### src/rtl/palette_upload_pkg.sv
// Shared definitions for the palette upload engine.
//   PAL_ENTRIES       : entries per full palette image (R 0-255, G 256-511, B 512-767)
//   PAL_R/PAL_G/PAL_B : palette plane codes driven on {ah,al}
//   state_t           : upload FSM states (also exported on the debug port)
//   index_to_loc      : maps a linear entry index onto the CPU-side {ah,al,addr}
package palette_upload_pkg;

  localparam int PAL_ENTRIES = 768;

  localparam logic [1:0] PAL_R = 2'b00;
  localparam logic [1:0] PAL_G = 2'b01;
  localparam logic [1:0] PAL_B = 2'b10;

  typedef enum logic [2:0] {
    ST_IDLE  = 3'd0,
    ST_FETCH = 3'd1,
    ST_WAIT  = 3'd2,
    ST_WRITE = 3'd3,
    ST_RDBK  = 3'd4,
    ST_DONE  = 3'd5
  } state_t;

  typedef struct packed {
    logic       ah;
    logic       al;
    logic [7:0] addr;
  } pal_loc_t;

  // Plane code 2'b11 does not exist on the palette core; any index that
  // would produce it is folded onto the B plane so it can never be driven.
  function automatic pal_loc_t index_to_loc(input logic [9:0] idx);
    pal_loc_t   loc;
    logic [1:0] plane;
    case (idx[9:8])
      PAL_R:   plane = PAL_R;
      PAL_G:   plane = PAL_G;
      default: plane = PAL_B;
    endcase
    loc.ah   = plane[1];
    loc.al   = plane[0];
    loc.addr = idx[7:0];
    return loc;
  endfunction

endpackage

### src/rtl/palette_upload.sv
// Palette upload engine: copies a full palette image from work memory into
// the palette RAM through its CPU-side port, mimicking CPU write cycles.
//
// Optional feature macro: PAL_UPLOAD_READBACK_EN
//   defined     -> each WRITE is followed by a one-cycle RDBK that reads the
//                  entry back and flags the first mismatch in err/err_index.
//   not defined -> no RDBK state, pal_rd_n held high, err/err_index held 0.
//
// Ports
//   dclk, reset_n     : clock, asynchronous active-low reset
//   start, abort      : one-cycle run request (IDLE only) / cancel run
//   src_base          : source word address of entry 0, latched on start
//   busy, done        : run in progress / one-cycle completion pulse
//   mem_rd, mem_addr  : source read request and word address
//   mem_valid,mem_data: source read response (bits [4:0] used)
//   pal_cs_n, pal_wr_n, pal_rd_n, ah, al, pal_addr, pal_dout, pal_doe,
//   pal_din           : palette CPU-side bus
//   err, err_index    : sticky readback mismatch and index of the first one
//   dbg_state         : current FSM state
//
// Source handshake: mem_rd is a one-cycle request issued in FETCH; the
// engine then sits in WAIT and accepts the first mem_valid seen there.
// mem_valid in any other state is ignored and its data discarded.
module palette_upload
  import palette_upload_pkg::*;
#(
  parameter int SRC_AW  = 20,
  parameter int ENTRIES = PAL_ENTRIES
) (
  input  logic              dclk,
  input  logic              reset_n,
  input  logic              start,
  input  logic              abort,
  input  logic [SRC_AW-1:0] src_base,
  output logic              busy,
  output logic              done,
  output logic              mem_rd,
  output logic [SRC_AW-1:0] mem_addr,
  input  logic              mem_valid,
  input  logic [15:0]       mem_data,
  output logic              pal_cs_n,
  output logic              pal_wr_n,
  output logic              pal_rd_n,
  output logic              ah,
  output logic              al,
  output logic [7:0]        pal_addr,
  output logic [4:0]        pal_dout,
  output logic              pal_doe,
  input  logic [4:0]        pal_din,
  output logic              err,
  output logic [9:0]        err_index,
  output state_t            dbg_state
);

  localparam logic [9:0] LAST_IDX = 10'(ENTRIES - 1);

  state_t            state_q, state_d;
  logic [9:0]        index_q, index_d;
  logic [SRC_AW-1:0] base_q, base_d;
  logic [4:0]        data_q, data_d;

  logic     start_acc;
  logic     entry_end;
  logic     last_entry;
  pal_loc_t loc;

  assign start_acc  = (state_q == ST_IDLE) && start && !abort;
  assign last_entry = (index_q == LAST_IDX);

`ifdef PAL_UPLOAD_READBACK_EN
  assign entry_end = (state_q == ST_RDBK);
`else
  assign entry_end = (state_q == ST_WRITE);
`endif

  // Next-state logic; abort overrides every transition.
  always_comb begin
    state_d = state_q;
    case (state_q)
      ST_IDLE:  if (start_acc) state_d = ST_FETCH;
      ST_FETCH: state_d = ST_WAIT;
      ST_WAIT:  if (mem_valid) state_d = ST_WRITE;
`ifdef PAL_UPLOAD_READBACK_EN
      ST_WRITE: state_d = ST_RDBK;
      ST_RDBK:  state_d = last_entry ? ST_DONE : ST_FETCH;
`else
      ST_WRITE: state_d = last_entry ? ST_DONE : ST_FETCH;
`endif
      ST_DONE:  state_d = ST_IDLE;
      default:  state_d = ST_IDLE;
    endcase
    if (abort) state_d = ST_IDLE;
  end

  // Datapath next values.
  always_comb begin
    index_d = index_q;
    base_d  = base_q;
    data_d  = data_q;
    if (start_acc) begin
      index_d = 10'd0;
      base_d  = src_base;
    end else if (entry_end && !abort && !last_entry) begin
      index_d = index_q + 10'd1;
    end
    if ((state_q == ST_WAIT) && mem_valid && !abort) data_d = mem_data[4:0];
  end

  always_ff @(posedge dclk or negedge reset_n) begin
    if (!reset_n) state_q <= ST_IDLE;
    else          state_q <= state_d;
  end

  always_ff @(posedge dclk or negedge reset_n) begin
    if (!reset_n) begin
      index_q <= '0;
      base_q  <= '0;
      data_q  <= '0;
    end else begin
      index_q <= index_d;
      base_q  <= base_d;
      data_q  <= data_d;
    end
  end

`ifdef PAL_UPLOAD_READBACK_EN
  logic       err_q, err_d;
  logic [9:0] err_index_q, err_index_d;
  logic       rb_mismatch;
  logic [10:0] unused_bits;

  // pal_din reflects the entry addressed during RDBK and is taken at the
  // clock edge that ends that cycle.
  assign rb_mismatch = (state_q == ST_RDBK) && (pal_din != data_q);

  always_comb begin
    err_d       = err_q;
    err_index_d = err_index_q;
    if (start_acc) begin
      err_d       = 1'b0;
      err_index_d = '0;
    end else if (rb_mismatch) begin
      err_d = 1'b1;
      if (!err_q) err_index_d = index_q;
    end
  end

  always_ff @(posedge dclk or negedge reset_n) begin
    if (!reset_n) begin
      err_q       <= 1'b0;
      err_index_q <= '0;
    end else begin
      err_q       <= err_d;
      err_index_q <= err_index_d;
    end
  end

  assign err         = err_q;
  assign err_index   = err_index_q;
  assign pal_rd_n    = !(state_q == ST_RDBK);
  assign pal_cs_n    = !((state_q == ST_WRITE) || (state_q == ST_RDBK));
  assign unused_bits = mem_data[15:5];
`else
  logic [15:0] unused_bits;

  assign err         = 1'b0;
  assign err_index   = '0;
  assign pal_rd_n    = 1'b1;
  assign pal_cs_n    = !(state_q == ST_WRITE);
  assign unused_bits = {mem_data[15:5], pal_din};
`endif

  // All bus outputs decode directly from registered state, so an
  // asynchronous reset releases the strobes immediately.
  assign loc       = index_to_loc(index_q);
  assign busy      = (state_q == ST_FETCH) || (state_q == ST_WAIT) ||
                     (state_q == ST_WRITE) || (state_q == ST_RDBK);
  assign done      = (state_q == ST_DONE);
  assign mem_rd    = (state_q == ST_FETCH);
  assign mem_addr  = base_q + SRC_AW'(index_q);
  assign pal_wr_n  = !(state_q == ST_WRITE);
  assign pal_doe   = (state_q == ST_WRITE);
  assign ah        = loc.ah;
  assign al        = loc.al;
  assign pal_addr  = loc.addr;
  assign pal_dout  = data_q;
  assign dbg_state = state_q;

endmodule
### config.mk
export PLATFORM = sky130hd
export DESIGN_NAME = palette_upload
export DESIGN_NICKNAME = d
export VERILOG_FILES = /design/src/rtl/palette_upload_pkg.sv /design/src/rtl/palette_upload.sv
export SDC_FILE = /design/constraint.sdc
export NUM_CORES = 1
export LEC_CHECK = 0
export CAP_MARGIN = 10
export CORE_UTILIZATION = 44
export CTS_CLUSTER_SIZE = 14
export DETAILED_ROUTE_END_ITERATION = 10
export DONT_BUFFER_PORTS = 1
export GPL_TIMING_DRIVEN = 0
export PLACE_DENSITY_LB_ADDON = 0.1
export SETUP_SLACK_MARGIN = 0.05
export SYNTH_ARGS = -nofsm -noshare
export SYNTH_HDL_FRONTEND = slang
export SYNTH_SLANG_ARGS = --single-unit
### constraint.sdc
create_clock -name dclk -period 5.1 [get_ports dclk]
set_input_delay 0.51 -clock dclk [delete_from_list [all_inputs] [get_ports dclk]]
set_output_delay 0.51 -clock dclk [all_outputs]
set_load 0.03 [all_outputs]
## Word level (Yosys, flattened, before mapping)

Cells that the tools add are included.
Widths: inputs -> output; s select.

- Register bits: 38
- Bits of input ports: 46
- Word-level logic and storage cells: 39

- Add/subtract/negate cells: 2
- Equal/unequal tests: 9
- Muxes and demuxes: 8
- Reductions and logical operators: 16

Operators by type and width:

| kind | number |
|---|---|
| $add 20x10->20 | 1 |
| $mux 10 | 2 |
| $mux 3 | 4 |
| $pmux 3 s4 | 1 |
| $add 10x1->10 const B | 1 |
| $eq 10x10->1 const B | 1 |
| $eq 3x2->1 const B | 2 |
| $eq 3x3->1 const B | 2 |
| $logic_and 1x1->1 | 6 |
| $ne 3x3->1 const B | 2 |
| $pmux 2 s2 | 1 |
| $eq 3x1->1 const B | 1 |
| $logic_not 1->1 | 3 |
| $logic_not 3->1 | 1 |
| $logic_or 1x1->1 | 3 |
| $eq 2x1->1 const B | 1 |
| $logic_not 2->1 | 1 |
| $reduce_and 2->1 | 1 |
| $reduce_bool 2->1 | 1 |

## Depth between registers and ports, before layout

Gate-level depths: netlist (run 1).

- Depth in word-level cells: 6
- Gate-level depth with buffers: 8
- Gate-level depth less buffers: 7

## Worst setup path before layout (run 1)

Ideal clock, no wire load.

- Path type: reg-to-output
- From: register index_q[0]
- To: output mem_addr[10]
- Arrival time: 2.158 ns
- Data required time: 4.590 ns
- Path slack: 2.432 ns
- Stages on the path, launching flop included: 7
- Path buffers: 0
- Cells stage by stage: dfrtp_1 -> ha_1 -> fa_1 -> a21o_1 -> a221oi_2 -> o21ai_2 -> xor2_1

- Longest elaborated chain between the ends: 1

Ends and longest elaborated chain:

| what | RTL line | RTL |
|---|---|---|
| start: declaration | palette_upload.sv:58 | `logic [9:0] index_q, index_d;` |
| start signal: assignment | palette_upload.sv:120 | `index_q <= index_d;` |
| $add 20x10->20 | palette_upload.sv:180 | `assign mem_addr = base_q + SRC_AW'(index_q);` |
| end: declaration | palette_upload.sv:38 | `output logic [SRC_AW-1:0] mem_addr,` |

Every way passes these cells.

## Worst setup path after layout (run 1)

Same ends and word-level chain as after synthesis.

==> results.ini, run 1 <==
[run_status]
status=completed

[yosys]
yosys.area.top_type_share_pct=38.5
async_flop_share_pct=100
synth.area.top_cells=dfrtp_1 (38%), nand2_1 (10%), buf_4 (7.0%), ha_1 (5.6%), xnor2_1 (4.6%)
synth_edf_count=0
synth_cell_types=50
syn_inst=270
ys_warn_count=0
synthFlopType=dfrtp_1
syn_area_per_cell_um2=9.16
yosysTopAreaCell=dfrtp_1
syn_area_um2=2470
synth-seq-cells=38
seq_area_frac_synth_pct=38.5

[setup_path]
crit_fanout=6
crit_type=reg -> out
start_kind=register
endpoint_kind=output port
rrSetupSlack_ns=3.33
r2r-end=base_q[18]
reg2reg_from=dbg_state[1]
critical_path_required_ns=4.59
critPathSlowestCell=xor2_1
max_stage_delay_ns=0.54
timing.critical_path.buf_inv=0
rr_worst_depth=7
worstPathArrival_ns=2.72
cp_top_family=compound AO/OA/AOI/OAI gates
path_cells=ha_1 > fa_1 > a21o_1 > a221oi_2 > o21ai_2 > xor2_1

[finish]
nFillCells=514
final_nets=346
fin_util_pct=52.4
drive_gt1_share_pct=19.7
layout_commonest_cell=nand2_1
synthToLayoutAreaGrowth_pct=11.6
final_cell_mix=nand2_1 (68), dfrtp_1 (38), buf_4 (23), xnor2_1 (13)
antenna_cells=0

[timing]
skew_ns=0.00718
post-route-min-period_ns=3.23
setup_tns_ns=0
max_freq_ghz=0.310
grt_setup_unrepaired=false
relSlewSlack_pct=37.2
timing.final.setup_violations=0
worst_slew_pin_slew_ns=0.941
slew_viol_final=0
fin_crit_sh_pct=63.3
finalHoldViolations=0
setup_ws_ns=1.87

[power]
comb_power_share_pct=29.2
p_per_area_nw_per_um2=397
power.share.clock_pct=28.7
p_switching_uw=422
p_leak_nw=1.41
ir_drop_v=0.000232
switching_share_pct=38.5
seq_power_share_pct=42.1
internal_power_uw=673
total_power_mw=1.10

[routing]
wirelength_um=4910
via_per_inst=5.02
vias=1801
routedWlPerCell_um=13.7
drt-pass1-iter-count=4
drc=0
final_antenna_net_count=0
first_iter_violations=92

[clock_tree]
numClockSinks=38
clkTransAtPathRegs_ns=0.07
cts_max_level=2
cts_buffer_depth=2
cts_tree=built
cts_inserted_buffers=5
cts_root_buf=clkbuf_8
clkLatencyLatePin_ns=0.29
ctsResizeCount=0

[place]
io_buffer_count=0
globalplace.congestion=0.768
pre_cts_slack_ns=2.17
dp_hpwl_um=3660

[global_routing]
grt_pass1_wl_um=8160
grt_max_degree=39
track_usage_pct=17.6
antenna_found_initial=0
grt_pass1_vias=1742
grt_overflow=0

[die]
core_um2=5270
rows=26
die_height_um=77.0
start_util_pct=46.9
die_w_um=77.0
io_pins=102
dieArea_um2=5920

[worst_hold_path]
hold_path_class=in -> async

[job]
maxCapViolCount=0

## worst register-to-register path, cell delays in order, from the launching register on
cell,delay [ns]
dfrtp_1,0.49
buf_4,0.23
nor2_4,0.10
nand2_2,0.09
nor3_4,0.34
buf_2,0.32
nand2_1,0.08
nand2_1,0.06
## stage by stage
stage	std cells	area [um2]	hold WS (ns)
final	359	2760	0.0502
after floorplan	280	2510	0.214
after global routing	359	2760	0.0547
after detailed placement	350	2600	0.215
after global placement	350	2600	0.215
after CTS	359	2760	0.0579
## state kept, by name (all words and copies together), names as in the netlist
register and cells:
dbg_state 3, pal_dout 5, index_q 10, base_q 20
## worst max path at each step
| stage | start | end | slack (ns) | cells past startpoint |
|---|---|---|---|---|
| CTS | index_q[0] | mem_addr[10] | 1.84 | 6 |
| floorplan | index_q[0] | mem_addr[10] | 2.43 | 6 |
| finish | index_q[0] | mem_addr[10] | 1.87 | 6 |
| global route | index_q[0] | mem_addr[10] | 1.74 | 6 |
| global placement | index_q[0] | mem_addr[10] | 2.18 | 6 |
| detailed placement | index_q[0] | mem_addr[10] | 2.17 | 6 |
## what timing repair did
item	in CTS	in global routing
buffers inserted	0	0
hold buffers	1	0
endpoints found under the hold margin	38	0
## layout make-up
| cell class | count | area, um2 | share of cell area [%] |
|---|---|---|---|
| buffer | 32 | 233 | 8.43 |
| clock buffer | 6 | 82.6 | 2.99 |
| clock inverter | 2 | 60.1 | 2.18 |
| inverter | 2 | 7.51 | 0.272 |
| multi-input combinational | 208 | 1320 | 47.8 |
| sequential | 38 | 951 | 34.5 |
| tap | 70 | 87.6 | 3.17 |
| timing repair buffer | 1 | 20.0 | 0.725 |
## routing by layer
layer | GRT usage, % | part of all wire (%) | vias up
met4 | 5.58 | 1.2 | 0
li1 | - | - | 919
met2 | 28.6 | 45 | 52
met5 | 0 | 0 | -
met3 | 4.88 | 5.6 | 5
met1 | 22.4 | 48 | 825
## power by group through the flow
stage | registers [mW] | logic [mW] | clock network [mW]
finish | 0.461 | 0.320 | 0.314
global route | 0.472 | 0.347 | 0.331
CTS | 0.462 | 0.322 | 0.323
detailed placement | 0.468 | 0.312 | 0
global placement | 0.466 | 0.310 | 0
floorplan | 0.454 | 0.284 | 0
## Yosys cell counts (4+ instances only)
cell type / count
nand4_1: 4
nor2_1: 12
mux2_2: 5
xor2_1: 12
nand3_1: 11
buf_4: 23
dfrtp_1: 38
nand2_1: 68
xnor2_1: 13
o21ai_0: 6
a21oi_1: 10
ha_1: 11
## kinds of logic (layout without fill, tap and decap cells)
logic type               count (synthesis)  count (layout)  synth area share, %
AND/OR/NAND/NOR                        116             116                 23.1
flip-flops                              38              38                 38.5
AO/OA/AOI/OAI                           37              37                 10.5
buffers and inverters                   34              43                 9.72
XOR/XNOR                                25              25                 8.86
adder cells (fa/ha/maj)                 12              12                 6.38
multiplexers                             6               6                 2.68
other                                    2              12                0.304
No activity file was read; power rests on OpenSTA's default activity.
==> run 2, diff against run 1 <==
==> constraint.sdc (replaced) <==
create_clock -name dclk -period 3 [get_ports dclk]
set_input_delay 0.3 -clock dclk [delete_from_list [all_inputs] [get_ports dclk]]
set_output_delay 0.3 -clock dclk [all_outputs]
set_load 0.03 [all_outputs]
==> run 2 against run 1 <==
Net effect: clock-buffer cell count unchanged; clock skew decreased by 0.0011 ns; flip-flop and latch count stayed put; utilization grew 1.8 points.
==> results.ini, run 2 (same netlist as run 1, synthesis figures left out) <==
[power]
p_leak_nw=1.44
p_per_area_nw_per_um2=663
comb_power_share_pct=29.8
switching_share_pct=38.7
power.share.clock_pct=28.2
p_switching_uw=734
internal_power_mw=1.16
ir_drop_v=0.000398
seq_power_share_pct=42.0

[die]
die_height_um=77.0
dieArea_um2=5920
die_w_um=77.0
start_util_pct=46.9
core_um2=5270
rows=26
io_pins=102

[routing]
wirelength_um=5030
drc=0
first_iter_violations=95
final_antenna_net_count=0
drt-pass1-iter-count=4
via_per_inst=5.03
vias=1810
routedWlPerCell_um=14.0

[finish]
final_nets=347
nFillCells=508
layout_commonest_cell=nand2_1
top_register=base_q
synthToLayoutAreaGrowth_pct=15.5
fin_util_pct=54.2
largest_reg_flops=20
antenna_cells=0
drive_gt1_share_pct=22.8
final_cell_mix=nand2_1 (68), dfrtp_1 (38), buf_4 (23), nor2_1 (12), conb_1 (12)

[clock_tree]
clkLatencyLatePin_ns=0.29
cts_root_buf=clkbuf_8
cts_inserted_buffers=5
cts_max_level=2
clkTransAtPathRegs_ns=0.07
numClockSinks=38
cts_tree=built
post-cts-setup-buffers=0
cts_buffer_depth=2

[timing]
post-route-min-period_ns=2.84
skew_ns=0.00612
fin_crit_sh_pct=94.6
worst_slew_pin_slew_ns=0.941
max_freq_ghz=0.352
grt_setup_unrepaired=false
slew_viol_final=0
setup_tns_ns=0
relSlewSlack_pct=37.2
timing.final.setup_violations=0
finalHoldViolations=0

[setup_path]
rrSetupSlack_ns=1.22
crit_type=reg -> out
crit_fanout=6
endpoint_kind=output port
worstPathArrival_ns=2.54
startpoint=index_q[4]
critical_path_required_ns=2.70
reg2reg_from=dbg_state[1]
start_kind=register

[global_routing]
track_usage_pct=17.7
grt_pass1_vias=1763
grt_max_degree=39
grt_overflow=0
antenna_found_initial=0
grt_pass1_wl_um=8230

[worst_hold_path]
hold_path_startpoint=abort
hold_path_class=in -> reg

[job]
maxCapViolCount=0

[place]
globalplace.congestion=0.768
io_buffer_count=0
dp_hpwl_um=3660

[run_status]
status=completed

==> run 2: cell types whose count changed in the layout (fill, tap and decap cells not counted), moves of 4 or more <==
| cell | previous run | this run |
|---|---|---|
| xnor2_1 | 13 | 9 |
| xnor2_2 | 0 | 4 |
| xor2_1 | 12 | 7 |
| xor2_2 | 0 | 5 |
==> run 2: cell type report <==
| class | instances | area [um2] | area share (%) |
|---|---|---|---|
| Multi-Input combinational cell | 208 | 1410 | 49.2 |
| Sequential cell | 38 | 951 | 33.3 |
| Buffer | 32 | 233 | 8.15 |
| Tap cell | 70 | 87.6 | 3.07 |
| Clock buffer | 6 | 82.6 | 2.89 |
| Clock inverter | 2 | 60.1 | 2.10 |
| Timing Repair Buffer | 2 | 30.0 | 1.05 |
| Inverter | 2 | 7.51 | 0.263 |
==> run 2: power groups by stage <==
stage               logic [mW]  clock network [mW]  registers [mW]
floorplan                0.483                   0           0.772
detailed placement       0.531                   0           0.796
global placement         0.528                   0           0.793
CTS                      0.558               0.550           0.793
global route             0.609               0.563           0.813
finish                   0.563               0.534           0.796
==> run 2: path summary, 6_finish.rpt <==
path,to,cells after the start
worst max register to register,base_q[17],7
worst min-delay path,dbg_state[0],1
max in group asynchronous,base_q[12],2
min in group asynchronous,pal_dout[3],2
worst max-delay path,mem_addr[13],6
worst min register to register,base_q[0],2
==> run 2: metrics by stage <==
stage	instance area, um2	worst slack, ns	hold WS (ns)	total power, mW	std cells
after floorplan	2510	0.542	0.00441	1.25	280
after global placement	2600	0.293	0.00536	1.32	350
after detailed placement	2600	0.285	0.00528	1.33	350
after CTS	2820	0.0443	0.0602	1.90	360
after global routing	2860	0.0486	0.0590	1.98	360
final	2860	0.161	0.0706	1.89	360
==> run 2: repair_timing <==
item,CTS,global route
setup endpoints to repair,6,6
gates resized for setup,6,5
hold buffers,2,0
endpoints found under the hold margin,38,0
==> run 2: metal layers <==
metal	routed length [um]	GRT usage [%]	share of wire, %	vias up
met4	57	5.58	1.1	0
met1	2360	22.6	47	835
met3	281	4.88	5.6	5
met2	2340	28.9	46	52
met5	0	0	0	-
li1	-	-	-	918
==> run 2: critical path: stages (launching register included) <==
cell	delay (ns)
dfrtp_1	0.46
ha_1	0.40
a21o_1	0.26
a211o_1	0.31
a21oi_2	0.29
nor2_1	0.14
xor2_2	0.38
==> run 3, diff against run 2 <==
--- a/config.mk
+++ b/config.mk
@@ -10,9 +10,10 @@
 export CTS_CLUSTER_SIZE = 14
 export DETAILED_ROUTE_END_ITERATION = 10
 export DONT_BUFFER_PORTS = 1
-export GPL_TIMING_DRIVEN = 0
+export GPL_TIMING_DRIVEN = 1
 export PLACE_DENSITY_LB_ADDON = 0.1
 export SETUP_SLACK_MARGIN = 0.05
+export SKIP_CTS_REPAIR_TIMING = 1
 export SYNTH_ARGS = -nofsm -noshare
 export SYNTH_HDL_FRONTEND = slang
 export SYNTH_SLANG_ARGS = --single-unit
==> run 3 against run 2 <==
Net effect: clock-buffer cell count increased by 1; sequential share of layout area up 2.7 points; combinational power down 2%; register-to-register slack got worse by 0.30 ns; clock skew decreased by 0.0026 ns; utilization decreased by 4.0 points; critical path type unchanged.
==> results.ini, run 3 (same netlist as run 1, synthesis figures left out) <==
[run_status]
status=completed

[timing]
max_freq_ghz=0.356
slew_viol_final=0
setup_tns_ns=0
worst_slew_pin_slew_ns=0.865
setup_ws_ns=0.194
grt_setup_unrepaired=false
post-route-min-period_ns=2.81
timing.final.setup_violations=0
relSlewSlack_pct=42.3
finalHoldViolations=0
fin_crit_sh_pct=93.5
skew_ns=0.00349

[setup_path]
worstPathArrival_ns=2.51
path_cells=ha_1 > fa_1 > a21o_1 > a221oi_2 > o21ai_2 > nand2_1 > xnor2_1
timing.critical_path.buf_inv=0
start_kind=register
endpoint_kind=output port
critPathSlowestCell=fa_1
rr_worst_depth=5
cp_top_family=compound AO/OA/AOI/OAI gates
crit_type=reg -> out
critical_path_required_ns=2.70
worst-path-stages=7
max_stage_delay_ns=0.42
crit_fanout=5

[power]
total_power_mw=1.70
ir_drop_v=0.000372
p_per_area_nw_per_um2=644
p_leak_nw=1.34

[clock_tree]
cts_root_buf=clkbuf_8
cts_max_level=2
cts_inserted_buffers=5
numClockSinks=38
cts_buffer_depth=2
clkLatencyLatePin_ns=0.28
cts_tree=built
clkTransAtPathRegs_ns=0.07

[global_routing]
track_usage_pct=17.8
grt_pass1_vias=1721
grt_overflow=0
antenna_found_initial=0
grt_pass1_wl_um=8260
grt_max_degree=39

[finish]
synthToLayoutAreaGrowth_pct=6.93
largest_reg_flops=20
drive_gt1_share_pct=17.1
layout_commonest_cell=nand2_1
top_register=base_q
final_cell_mix=nand2_1 (68), dfrtp_1 (38), buf_4 (17)
final_nets=332
antenna_cells=0

[routing]
via_per_inst=5.12
wirelength_um=4900
routedWlPerCell_um=14.2
final_antenna_net_count=0
drc=0
first_iter_violations=28
vias=1768
drt-pass1-iter-count=4

[die]
die_height_um=77.0
die_w_um=77.0
start_util_pct=46.9
dieArea_um2=5920
rows=26
io_pins=102
core_um2=5270

[place]
pre_cts_slack_ns=0.459
globalplace.congestion=0.779
dp_hpwl_um=3580
io_buffer_count=0

[job]
maxCapViolCount=0

[worst_hold_path]
hold_path_class=in -> reg
holdPathStages=1

[run 3: cell types whose count changed in the layout (fill, tap and decap cells not counted), moves of 3 or more]
cell,delta
xor2_2,-5
buf_4,-6
xor2_1,+5
buf_2,-3
buf_6,-3
[run 3: path summary, 6_finish.rpt]
check | from | to | slack (ns)
max | index_q[0] | mem_addr[14] | 0.19
min | abort | dbg_state[0] | 0.07
max reg2reg | dbg_state[0] | index_q[2] | 0.92
min reg2reg | base_q[0] | base_q[0] | 0.48
max in group asynchronous | reset_n | base_q[12] | 2.32
min in group asynchronous | reset_n | index_q[1] | 0.49
[run 3: routing by layer]
metal / wire length [um] / global-route usage, %
met5: 0 / 0
met4: 53 / 5.77
met3: 314 / 5.00
met2: 2260 / 27.8
met1: 2270 / 23.8
[run 3: through the flow]
stage               utilization, %  hold slack (ns)  std cells  instance area (um2)
global placement              47.3          0.00559        335                 2490
floorplan                        -          0.00441        280                 2510
global route                  50.2           0.0519        345                 2640
finish                        50.2           0.0714        345                 2640
CTS                           49.0           -0.314        343                 2580
detailed placement            47.3          0.00557        335                 2490
[run 3: report_power, final]
part	switching (mW)	total (mW)	internal [mW]
logic	0.366	0.549	0.183
clock network	0.171	0.356	0.185
registers	0.178	0.798	0.619
total	0.715	1.70	0.988
[run 3: area by class of cell]
class                   count  area, um2
inverters                   2       7.51
multi-input cells         208       1340
repair buffers             19        165
well taps                  70       87.6
fillers                   524       2630
flip-flops and latches     38        951
clock inverters             1       5.00
clock buffers               7       86.3
